[config.mk]
export PLATFORM = sky130hd
export DESIGN_NAME = mem_bus_bridge_flat
export DESIGN_NICKNAME = d
export VERILOG_FILES = /design/src/rtl/mem_bridge_pkg.sv /design/src/rtl/mem_bus_bridge_if.sv /design/src/rtl/mem_bridge_lane.sv /design/src/rtl/mem_bus_bridge.sv /design/src/flat_wrapper.sv
export SDC_FILE = /design/constraint.sdc
export NUM_CORES = 1
export LEC_CHECK = 0
export ABC_AREA = 1
export CAP_MARGIN = 15
export CELL_PAD_IN_SITES_DETAIL_PLACEMENT = 0
export CELL_PAD_IN_SITES_GLOBAL_PLACEMENT = 1
export CORE_MARGIN = 10
export CORE_UTILIZATION = 29
export DETAILED_ROUTE_END_ITERATION = 8
export GPL_TIMING_DRIVEN = 0
export PLACE_DENSITY_LB_ADDON = 0.15
export SETUP_SLACK_MARGIN = 0.3
export SYNTH_ARGS = -nofsm -noshare
export SYNTH_HDL_FRONTEND = slang
export SYNTH_SLANG_ARGS = --single-unit
[constraint.sdc]
create_clock -name Clk -period 2.9 [get_ports Clk]
set_input_delay 0.58 -clock Clk [delete_from_list [all_inputs] [get_ports Clk]]
set_output_delay 0.58 -clock Clk [all_outputs]
set_load 0.05 [all_outputs]
[src/rtl/mem_bridge_pkg.sv]
// rtl/mem_bridge_pkg.sv - shared types and constants for the memory bus bridge
package mem_bridge_pkg;

  typedef enum logic [2:0] {
    ST_IDLE      = 3'd0,
    ST_BRAM_ACC  = 3'd1,
    ST_BRAM_WAIT = 3'd2,
    ST_IO_REQ    = 3'd3,
    ST_RESP      = 3'd4
  } state_e;

  // MEM_ByteEnable encodings; 2'b11 is reserved and decodes as an error
  localparam logic [1:0] SIZE_BYTE = 2'b00;
  localparam logic [1:0] SIZE_HALF = 2'b01;
  localparam logic [1:0] SIZE_WORD = 2'b10;

  localparam logic [31:0] IO_SPAN       = 32'h0001_0000;
  localparam logic [31:0] TIMEOUT_RDATA = 32'hFFFF_FFFF;

  // Reserved size or an access not naturally aligned to its size
  function automatic logic bad_access(input logic [1:0] size, input logic [1:0] a);
    return (size == 2'b11) ||
           (size == SIZE_HALF && a[0]) ||
           (size == SIZE_WORD && a != 2'b00);
  endfunction

endpackage

[src/rtl/mem_bus_bridge_if.sv]
// rtl/mem_bus_bridge_if.sv - core-side MEM_* command/response bundle
// master: core (drives command, receives ready/read data)
// slave : bridge (receives command, drives ready/read data)
interface mem_bus_bridge_if;
  logic        MEM_Cmd;
  logic        MEM_We;
  logic [1:0]  MEM_ByteEnable;
  logic [31:0] MEM_Addr;
  logic [31:0] MEM_DataOut;
  logic        MEM_Ready;
  logic [31:0] MEM_DataIn;
  logic        MEM_DataReady;

  modport master (
    output MEM_Cmd, MEM_We, MEM_ByteEnable, MEM_Addr, MEM_DataOut,
    input  MEM_Ready, MEM_DataIn, MEM_DataReady
  );

  modport slave (
    input  MEM_Cmd, MEM_We, MEM_ByteEnable, MEM_Addr, MEM_DataOut,
    output MEM_Ready, MEM_DataIn, MEM_DataReady
  );
endinterface

[src/rtl/mem_bridge_lane.sv]
// rtl/mem_bridge_lane.sv - byte-lane strobes, write replication, read align/mask
// size_i/addr_lo_i : access size code and byte offset within the word
// wdata_i/wdata_o  : right-aligned write data in, lane-replicated out
// rdata_raw_i      : raw 32-bit word from BRAM or MMIO
// rdata_o          : right-aligned, zero-filled read data
// strb_o           : byte strobes (zero for the reserved size)
module mem_bridge_lane
  import mem_bridge_pkg::*;
(
  input  logic [1:0]  size_i,
  input  logic [1:0]  addr_lo_i,
  input  logic [31:0] wdata_i,
  input  logic [31:0] rdata_raw_i,
  output logic [3:0]  strb_o,
  output logic [31:0] wdata_o,
  output logic [31:0] rdata_o
);

  logic [31:0] shifted;

  always_comb begin
    shifted = rdata_raw_i >> {addr_lo_i, 3'b000};
    strb_o  = 4'b0000;
    wdata_o = wdata_i;
    rdata_o = 32'd0;
    case (size_i)
      SIZE_BYTE: begin
        strb_o  = 4'b0001 << addr_lo_i;
        wdata_o = {4{wdata_i[7:0]}};
        rdata_o = {24'd0, shifted[7:0]};
      end
      SIZE_HALF: begin
        strb_o  = 4'b0011 << {addr_lo_i[1], 1'b0};
        wdata_o = {2{wdata_i[15:0]}};
        rdata_o = {16'd0, shifted[15:0]};
      end
      SIZE_WORD: begin
        strb_o  = 4'b1111;
        rdata_o = shifted;
      end
      default: ;
    endcase
  end

endmodule

[src/rtl/mem_bus_bridge.sv]
// rtl/mem_bus_bridge.sv - MEM_* slave decoding into BRAM and MMIO regions
// Clk/Reset : rising-edge clock, asynchronous active-low reset
// mem       : core command/response bundle (slave side)
// Bram_*    : single-cycle BRAM port, read data one cycle after Bram_En
// Io_*      : MMIO request held until Io_Ack
// BusError  : one-cycle pulse for unmapped/misaligned/reserved/timed-out access
// Optional  : MEM_BRIDGE_TIMEOUT_EN bounds Io_Req to IO_TIMEOUT cycles
module mem_bus_bridge
  import mem_bridge_pkg::*;
#(
  parameter logic [31:0] BRAM_BASE  = 32'h0000_0000,
  parameter int          BRAM_AW    = 12,
  parameter logic [31:0] IO_BASE    = 32'h8000_0000,
  parameter int          IO_TIMEOUT = 255
) (
  input  logic               Clk,
  input  logic               Reset,
  mem_bus_bridge_if.slave    mem,
  output logic               Bram_En,
  output logic [3:0]         Bram_We,
  output logic [BRAM_AW-1:0] Bram_Addr,
  output logic [31:0]        Bram_WData,
  input  logic [31:0]        Bram_RData,
  output logic               Io_Req,
  output logic               Io_We,
  output logic [3:0]         Io_Strb,
  output logic [15:0]        Io_Addr,
  output logic [31:0]        Io_WData,
  input  logic               Io_Ack,
  input  logic [31:0]        Io_RData,
  output logic               BusError
);

  // Only the low address bits are ever needed after decode
  localparam int AQW = (BRAM_AW + 2 > 16) ? BRAM_AW + 2 : 16;

  state_e          state_q, state_d;
  logic            init_q;
  logic [AQW-1:0]  addr_q, addr_d;
  logic            we_q, we_d;
  logic [1:0]      size_q, size_d;
  logic [31:0]     wdata_q, wdata_d;
  logic [31:0]     rdata_q, rdata_d;
  logic            err_q, err_d;
`ifdef MEM_BRIDGE_TIMEOUT_EN
  localparam int CW = ($clog2(IO_TIMEOUT + 1) > 8) ? $clog2(IO_TIMEOUT + 1) : 8;
  logic [CW-1:0]   cnt_q, cnt_d;
`endif

  logic        in_bram, in_io;
  logic [3:0]  strb;
  logic [31:0] wrep, lane_rdata;

  assign in_bram = (mem.MEM_Addr[31:BRAM_AW+2] == BRAM_BASE[31:BRAM_AW+2]);
  assign in_io   = (((mem.MEM_Addr ^ IO_BASE) & ~(IO_SPAN - 32'd1)) == 32'd0);

  mem_bridge_lane u_lane (
    .size_i      (size_q),
    .addr_lo_i   (addr_q[1:0]),
    .wdata_i     (wdata_q),
    .rdata_raw_i ((state_q == ST_IO_REQ) ? Io_RData : Bram_RData),
    .strb_o      (strb),
    .wdata_o     (wrep),
    .rdata_o     (lane_rdata)
  );

  always_comb begin
    state_d = state_q;
    addr_d  = addr_q;
    we_d    = we_q;
    size_d  = size_q;
    wdata_d = wdata_q;
    rdata_d = rdata_q;
    err_d   = err_q;
`ifdef MEM_BRIDGE_TIMEOUT_EN
    cnt_d   = cnt_q;
`endif
    case (state_q)
      ST_IDLE: begin
        if (init_q && mem.MEM_Cmd) begin
          addr_d  = mem.MEM_Addr[AQW-1:0];
          we_d    = mem.MEM_We;
          size_d  = mem.MEM_ByteEnable;
          wdata_d = mem.MEM_DataOut;
          err_d   = 1'b0;
`ifdef MEM_BRIDGE_TIMEOUT_EN
          cnt_d   = '0;
`endif
          if (bad_access(mem.MEM_ByteEnable, mem.MEM_Addr[1:0])) begin
            err_d   = 1'b1;
            rdata_d = 32'd0;
            state_d = ST_RESP;
          end else if (in_bram) begin
            state_d = ST_BRAM_ACC;
          end else if (in_io) begin
            state_d = ST_IO_REQ;
          end else begin
            err_d   = 1'b1;
            rdata_d = 32'd0;
            state_d = ST_RESP;
          end
        end
      end
      ST_BRAM_ACC:  state_d = we_q ? ST_IDLE : ST_BRAM_WAIT;
      ST_BRAM_WAIT: begin
        rdata_d = lane_rdata;
        state_d = ST_RESP;
      end
      ST_IO_REQ: begin
        // Ack wins over a simultaneous timeout
        if (Io_Ack) begin
          if (!we_q) rdata_d = lane_rdata;
          state_d = we_q ? ST_IDLE : ST_RESP;
        end
`ifdef MEM_BRIDGE_TIMEOUT_EN
        else if (cnt_q == CW'(IO_TIMEOUT - 1)) begin
          err_d   = 1'b1;
          rdata_d = TIMEOUT_RDATA;
          state_d = ST_RESP;
        end else begin
          cnt_d = cnt_q + CW'(1);
        end
`endif
      end
      ST_RESP: state_d = ST_IDLE;
      default: state_d = ST_IDLE;
    endcase
  end

  always_ff @(posedge Clk or negedge Reset) begin
    if (!Reset) begin
      state_q <= ST_IDLE;
      init_q  <= 1'b0;
      addr_q  <= '0;
      we_q    <= 1'b0;
      size_q  <= 2'b00;
      wdata_q <= 32'd0;
      rdata_q <= 32'd0;
      err_q   <= 1'b0;
`ifdef MEM_BRIDGE_TIMEOUT_EN
      cnt_q   <= '0;
`endif
    end else begin
      state_q <= state_d;
      init_q  <= 1'b1;
      addr_q  <= addr_d;
      we_q    <= we_d;
      size_q  <= size_d;
      wdata_q <= wdata_d;
      rdata_q <= rdata_d;
      err_q   <= err_d;
`ifdef MEM_BRIDGE_TIMEOUT_EN
      cnt_q   <= cnt_d;
`endif
    end
  end

  // init_q holds Ready low until the first edge after reset release
  assign mem.MEM_Ready     = init_q && (state_q == ST_IDLE);
  assign mem.MEM_DataIn    = rdata_q;
  assign mem.MEM_DataReady = (state_q == ST_RESP) && !we_q;
  assign BusError          = (state_q == ST_RESP) && err_q;

  assign Bram_En    = (state_q == ST_BRAM_ACC);
  assign Bram_We    = (Bram_En && we_q) ? strb : 4'b0000;
  assign Bram_Addr  = addr_q[BRAM_AW+1:2];
  assign Bram_WData = wrep;

  assign Io_Req   = (state_q == ST_IO_REQ);
  assign Io_We    = Io_Req && we_q;
  assign Io_Strb  = Io_Req ? strb : 4'b0000;
  assign Io_Addr  = addr_q[15:0];
  assign Io_WData = wrep;

endmodule

[src/flat_wrapper.sv]
// flat-port wrapper written by rule: the top's interface ports become plain ports
module mem_bus_bridge_flat import mem_bridge_pkg::*;
#(
  parameter logic [31:0] BRAM_BASE  = 32'h0000_0000,
  parameter int          BRAM_AW    = 12,
  parameter logic [31:0] IO_BASE    = 32'h8000_0000,
  parameter int          IO_TIMEOUT = 255
)
  (Clk, Reset, Bram_En, Bram_We, Bram_Addr, Bram_WData, Bram_RData, Io_Req, Io_We, Io_Strb, Io_Addr, Io_WData, Io_Ack, Io_RData, BusError, mem_MEM_Cmd, mem_MEM_We, mem_MEM_ByteEnable, mem_MEM_Addr, mem_MEM_DataOut, mem_MEM_Ready, mem_MEM_DataIn, mem_MEM_DataReady);
  mem_bus_bridge_if mem_i ();
  input  logic Clk;
  input  logic Reset;
  output logic Bram_En;
  output logic [3:0] Bram_We;
  output logic [BRAM_AW-1:0] Bram_Addr;
  output logic [31:0] Bram_WData;
  input  logic [31:0] Bram_RData;
  output logic Io_Req;
  output logic Io_We;
  output logic [3:0] Io_Strb;
  output logic [15:0] Io_Addr;
  output logic [31:0] Io_WData;
  input  logic Io_Ack;
  input  logic [31:0] Io_RData;
  output logic BusError;
  input wire logic [$bits(mem_i.MEM_Cmd)-1:0] mem_MEM_Cmd;
  input wire logic [$bits(mem_i.MEM_We)-1:0] mem_MEM_We;
  input wire logic [$bits(mem_i.MEM_ByteEnable)-1:0] mem_MEM_ByteEnable;
  input wire logic [$bits(mem_i.MEM_Addr)-1:0] mem_MEM_Addr;
  input wire logic [$bits(mem_i.MEM_DataOut)-1:0] mem_MEM_DataOut;
  output wire logic [$bits(mem_i.MEM_Ready)-1:0] mem_MEM_Ready;
  output wire logic [$bits(mem_i.MEM_DataIn)-1:0] mem_MEM_DataIn;
  output wire logic [$bits(mem_i.MEM_DataReady)-1:0] mem_MEM_DataReady;
  assign mem_i.MEM_Cmd = mem_MEM_Cmd;
  assign mem_i.MEM_We = mem_MEM_We;
  assign mem_i.MEM_ByteEnable = mem_MEM_ByteEnable;
  assign mem_i.MEM_Addr = mem_MEM_Addr;
  assign mem_i.MEM_DataOut = mem_MEM_DataOut;
  assign mem_MEM_Ready = mem_i.MEM_Ready;
  assign mem_MEM_DataIn = mem_i.MEM_DataIn;
  assign mem_MEM_DataReady = mem_i.MEM_DataReady;
  mem_bus_bridge #(.BRAM_BASE(BRAM_BASE), .BRAM_AW(BRAM_AW), .IO_BASE(IO_BASE), .IO_TIMEOUT(IO_TIMEOUT)) u_core (.Clk(Clk), .Reset(Reset), .mem(mem_i), .Bram_En(Bram_En), .Bram_We(Bram_We), .Bram_Addr(Bram_Addr), .Bram_WData(Bram_WData), .Bram_RData(Bram_RData), .Io_Req(Io_Req), .Io_We(Io_We), .Io_Strb(Io_Strb), .Io_Addr(Io_Addr), .Io_WData(Io_WData), .Io_Ack(Io_Ack), .Io_RData(Io_RData), .BusError(BusError));
endmodule
==> results.sh, run 1 <==
export IMPL_netlist_top_cells_area="dfrtp_1, nand2_1, buf_4, nand3_1, nor2_1"
export IMPL_pin_count=273
export IMPL_synthTopCellsByCount="nand2_1, dfrtp_1, nand3_1, nor2_1, buf_4"
export IMPL_grtUsageTotal_pct=18.6
export IMPL_yosysMostFrequentCell="nand2_1"
export IMPL_finalWeightedCongestion=0.858
export IMPL_async_flop_share_pct=100
export IMPL_max_freq_ghz=0.391
export IMPL_drtIter0Drc=360
export IMPL_yosysSeqAreaShare_pct=40.0
export IMPL_cts_root_buf="clkbuf_16"
export IMPL_wl_per_cell_um=17.1
export IMPL_p_leak_uw=0.00455
export IMPL_drcViolationCount=0
export IMPL_hpwl_mm=19.1
export IMPL_ir_drop_mv=1.16
export IMPL_synth_area_sq_um=5500
export IMPL_critPathArrivalTime_ps=1980
export IMPL_nets=1266
export IMPL_post_synth_top_area_cell="dfrtp_1"
export IMPL_hold_class="in -> async"
export IMPL_hold_viol=0
export IMPL_synth_edf_count=0
export IMPL_grt_max_degree=57
export IMPL_synth_seq_cells=88
export IMPL_die_w_um=158
export IMPL_tns_ps=0
export IMPL_yosys_cell_types_count=28
export IMPL_finalSetupViolations=0
export IMPL_netlist_instances=844
export IMPL_area_growth_pct=59.3
export IMPL_fin_worst_skew_ps=10.8
export IMPL_die_y_um=158
export IMPL_criticalPathCategory="reg -> out"
export IMPL_drtAntennaViolNets=0
export IMPL_yosysTopAreaCellShare_pct=40.0
export IMPL_firstDrtPassIters=5
export IMPL_fin_crit_ps=2560
export IMPL_cts_buffers=9
export IMPL_path_max_fanout=10
export IMPL_insertion_delay_ps=350
export IMPL_required_ps=2320
export IMPL_num_vias=6093
export IMPL_viasPerCell=4.44
export IMPL_io_buffer_count=272
export IMPL_ctsHoldBuffers=0
export IMPL_antenna_found_initial=1
export IMPL_initial_utilization_pct=29.4
export IMPL_dieArea_sq_um=24900
export IMPL_yosysWarnings=0
export IMPL_cts_buffer_depth=2
export IMPL_syn_area_per_cell_sq_um=6.52
export IMPL_rsz0062_at_grt="true"
export IMPL_cts_sinks=88
export IMPL_grt_pass1_vias=6097
export IMPL_max_slew_margin_pct=59.4
export IMPL_synth_nets=979
export IMPL_status="completed"
export IMPL_final_max_slew_viol_count=0
export IMPL_clk_pin_slew_ps=70
export IMPL_drive_above_1_share_pct=16.3
export IMPL_ys_flop_type="dfrtp_1"
export IMPL_core_sq_um=18700
export IMPL_start_kind="register"
export IMPL_power_uw=9760
export IMPL_drv_cap=0
export IMPL_cts_tree="yes"
export IMPL_row_count=50
export IMPL_end_kind="primary output"
export IMPL_ctsHtreeMaxLevel=3
export IMPL_worst_slew_pin_slew_ps=607
export IMPL_powerDensity_nw_per_um2=1110
export IMPL_grt_pass1_wl_mm=35.6
export IMPL_grt_overflow=0
export IMPL_drt_wl_total_mm=23.4
export IMPL_layout_worst_path_cycle_share_pct=88.1
-- cell families (layout without fill, tap and decap cells) --
| logic type | count (synthesis) | count (layout) | share of synthesized area (%) |
|---|---|---|---|
| other | 1 | 3 | 0.0682 |
| AO/OA/AOI/OAI | 49 | 49 | 4.82 |
| buffers and inverters | 148 | 440 | 14.8 |
| AND/OR/NAND/NOR | 558 | 558 | 40.3 |
| flip-flops | 88 | 88 | 40.0 |
-- layout make-up --
cell class / instances / area [sq um]
repair buffers: 276 / 2600
clock inverters: 6 / 67.6
flip-flops and latches: 88 / 2200
clock buffers: 10 / 229
well taps: 234 / 293
plain buffers: 89 / 617
diodes: 2 / 5.00
multi-input cells: 608 / 2520
inverters: 59 / 224
fillers: 2027 / 9940
-- placed cells by master, fill, tap and decap left out, types with 5 or more instances in the layout --
cell             count
buf_2               47
dfrtp_1             88
clkbuf_4             5
nand2_1            424
buf_4               67
nand3_1             62
dlygate4sd2_1        5
clkdlybuf4s15_2     15
clkdlybuf4s50_1    209
nor2_1              55
clkbuf_2             9
inv_1               53
nor2_2               7
clkbuf_16            9
a21oi_1             18
o211ai_1             5
o21ai_0             17
-- worst max-delay path: stages, from the launching register on --
cell and delay (ps):
dfrtp_1 310, buf_2 230, nor2_4 70, clkbuf_4 190, o21ai_0 400, buf_4 180, buf_2 250
-- through the flow --
step	instance area [sq um]	setup slack (ps)	std cells	hold WS [ps]	util, %
floorplan	5510	37.7	844	284	-
global placement	8530	-2270	1350	455	45.6
detailed placement	8550	-394	1351	459	45.7
CTS	8780	105	1368	201	46.9
global route	8760	229	1370	220	46.8
finish	8760	344	1372	194	46.8
-- routing by layer --
| metal | track usage, % | up-vias | wire, um |
|---|---|---|---|
| met5 | 0 | - | 0 |
| met4 | 3.52 | 0 | 182 |
| met3 | 6.54 | 11 | 1970 |
| met2 | 31.1 | 195 | 11100 |
| met1 | 22.5 | 2774 | 10100 |
| li1 | - | 3113 | - |
-- flip-flops by register name (all words and copies together) (netlist names) --
register               cells
u_core.mem.MEM_DataIn     32
u_core.wdata_q            32
u_core.Io_Addr            16
u_core.state_q             3
u_core.size_q              2
u_core.err_q               1
u_core.init_q              1
u_core.we_q                1
-- path summary, 6_finish.rpt --
| kind | startpoint | endpoint | slack (ps) | depth (start not counted) |
|---|---|---|---|---|
| max in group asynchronous | Reset | u_core.mem.MEM_DataIn[14]$_DFFE_PN0P_ | 2050 | 2 |
| min | Reset | u_core.wdata_q[4]$_DFFE_PN0P_ | 190 | 1 |
| min reg2reg | u_core.wdata_q[22]$_DFFE_PN0P_ | u_core.wdata_q[22]$_DFFE_PN0P_ | 470 | 2 |
| max reg2reg | u_core.Io_Addr[1]$_DFFE_PN0P_ | u_core.mem.MEM_DataIn[28]$_DFFE_PN0P_ | 830 | 7 |
| max | u_core.size_q[0]$_DFFE_PN0P_ | Io_WData[15] | 340 | 6 |
| min in group Clk | u_core.wdata_q[22]$_DFFE_PN0P_ | u_core.wdata_q[22]$_DFFE_PN0P_ | 470 | 2 |
-- power breakdown --
group / total, uW / internal [uW] / switching [uW]
Combinational: 6720 / 2140 / 4590
Clock: 1180 / 671 / 511
Sequential: 1850 / 1560 / 291
-- timing repair --
action | CTS | global route
pin swaps | 2 | 2
gates resized for setup | 246 | 26
buffers inserted | 1 | 2
endpoints found under the setup margin | 61 | 47
Note: power is estimated with default switching activity, not from simulation.
==> run 2, diff against run 1 <==
Settings changed: REMOVE_ABC_BUFFERS set to 1.
==> run 2 against run 1 <==
Effect of this change: cell area shrank 4.2%; cell count shrank 5.8%; setup slack lost 23 ps; routed wire length shrank 4.4%; sequential power grew 4%; clock-buffer cell count grew 3; critical path type unchanged; clock power is essentially flat; critical path depth shrank 3.
==> results.sh, run 2 (synthesized netlist as in run 1, its figures left out) <==
export IMPL_criticalPathCategory="reg -> out"
export IMPL_rsz0062_at_grt="true"
export IMPL_layout_commonest_cell="nand2_1"
export IMPL_pin_count=273
export IMPL_die_y_um=158
export IMPL_dieArea_sq_um=24900
export IMPL_grt_pass1_wl_mm=33.8
export IMPL_grtUsageTotal_pct=17.5
export IMPL_n_fill_cell=1961
export IMPL_hold_viol=0
export IMPL_finalWeightedCongestion=0.763
export IMPL_max_freq_ghz=0.388
export IMPL_cts_buffers=9
export IMPL_drcViolationCount=0
export IMPL_drive_above_1_share_pct=9.27
export IMPL_tns_ps=0
export IMPL_power_switching_share_pct=57.5
export IMPL_nets=1187
export IMPL_pre_cts_ws_ps=-767
export IMPL_clockPowerShare_pct=13.0
export IMPL_area_growth_pct=52.5
export IMPL_num_vias=5765
export IMPL_critPathArrivalTime_ps=2000
export IMPL_cts_sinks=88
export IMPL_placed_cells=1265
export IMPL_drtAntennaViolNets=0
export IMPL_start_kind="register"
export IMPL_hpwl_mm=16.1
export IMPL_r2r_end="u_core.err_q$_DFFE_PN0P_"
export IMPL_antenna_found_initial=1
export IMPL_p_switching_uw=5280
export IMPL_status="completed"
export IMPL_reg2reg_depth=7
export IMPL_finalSetupViolations=0
export IMPL_io_buffer_count=272
export IMPL_path_max_fanout=13
export IMPL_wl_per_cell_um=17.3
export IMPL_initial_utilization_pct=29.4
export IMPL_cts_root_buf="clkbuf_16"
export IMPL_pwr_share_seq_pct=21.0
export IMPL_fin_worst_skew_ps=11.9
export IMPL_hold_class="in -> async"
export IMPL_insertion_delay_ps=350
export IMPL_setup_slack_ps=321
export IMPL_fin_util_pct=44.9
export IMPL_internal_power_uw=3900
export IMPL_grt_pass1_vias=5996
export IMPL_max_slew_margin_pct=38.8
export IMPL_grt_overflow=0
export IMPL_r2r_start="u_core.state_q[1]$_DFFE_PN0P_"
export IMPL_drv_cap=0
export IMPL_p_comb_share_pct=66.0
export IMPL_core_sq_um=18700
export IMPL_ir_drop_mv=0.971
export IMPL_final_cell_mix="nand2_1, clkdlybuf4s50_1, dfrtp_1, nand3_1, nor2_1"
export IMPL_fin_crit_ps=2580
export IMPL_powerDensity_nw_per_um2=1090
export IMPL_final_max_slew_viol_count=0
export IMPL_drtIter0Drc=291
export IMPL_clk_pin_slew_ps=70
export IMPL_grt_max_degree=57
export IMPL_ctsHoldBuffers=0
export IMPL_worst_slew_pin_slew_ps=916
export IMPL_row_count=50
export IMPL_die_w_um=158
export IMPL_cts_buffer_depth=2
export IMPL_reg2reg_slack_ps=500
export IMPL_cts_tree="yes"
export IMPL_viasPerCell=4.46
export IMPL_required_ps=2320
export IMPL_layout_worst_path_cycle_share_pct=88.9
export IMPL_drt_wl_total_mm=22.4
export IMPL_fin_cells=1292
export IMPL_end_kind="primary output"
export IMPL_ctsHtreeMaxLevel=3
export IMPL_p_leak_uw=0.00424
export IMPL_firstDrtPassIters=5
-- run 2: worst max-delay path by stage --
stage	slack, ps	endpoint	start	cells after the start
final	320	Io_Req	u_core.state_q[1]$_DFFE_PN0P_	3
after CTS	110	Io_We	u_core.state_q[2]$_DFFE_PN0P_	4
after floorplan	-720	Bram_WData[10]	u_core.size_q[1]$_DFFE_PN0P_	2
after detailed placement	-770	Io_Strb[1]	u_core.size_q[1]$_DFFE_PN0P_	6
after global routing	220	Io_Strb[2]	u_core.state_q[2]$_DFFE_PN0P_	4
after global placement	-2380	u_core.Io_Addr[2]$_DFFE_PN0P_	Reset	1
-- run 2: stage by stage --
| step | hold WS, ps | power [uW] | instance area [sq um] |
|---|---|---|---|
| after floorplan | 284 | 5730 | 4910 |
| final | 191 | 9190 | 8390 |
| after detailed placement | 459 | 8170 | 8020 |
| after global routing | 221 | 9720 | 8390 |
| after CTS | 200 | 9390 | 8440 |
| after global placement | 453 | 8140 | 7920 |
-- run 2: area by class of cell --
class | count | area, sq um | share of cell area (%)
repair buffers | 285 | 2800 | 33.3
multi-input cells | 609 | 2550 | 30.4
flip-flops and latches | 88 | 2210 | 26.4
well taps | 234 | 293 | 3.49
clock buffers | 13 | 280 | 3.34
inverters | 59 | 233 | 2.77
clock inverters | 3 | 22.5 | 0.268
diodes | 1 | 2.50 | 0.0298
-- run 2: per-layer routing --
metal	vias up	GRT usage (%)	routed length, um
li1	2940	-	-
met1	2581	21.4	9800
met2	231	27.4	9720
met3	13	7.84	2620
met4	0	4.72	251
met5	-	0	0
-- run 2: power groups by stage --
stage,sequential [uW],combinational (uW),clock (uW)
3_5_place_dp,1950,6220,0
2_1_floorplan,2810,2920,0
5_1_grt,1990,6460,1270
6_report,1930,6060,1200
4_1_cts,1940,6200,1240
3_3_place_gp,1940,6200,0
-- run 2: repair_timing --
item	in CTS	in global routing
endpoints found under the setup margin	75	56
pin swaps	2	0
gates resized for setup	174	48
setup buffers	7	2
cloned	0	1
-- run 2: critical path: stages (launching register included) --
cell and delay [ps]:
dfrtp_1 580, nand2_1 150, nor2_4 330, dlygate4sd2_1 590
==> run 3, diff against run 2 <==
Settings changed: CTS_CLUSTER_SIZE set to 14.
==> results of run 3 <==
The final DEF is identical to that of run 2; final timing and power are the same.
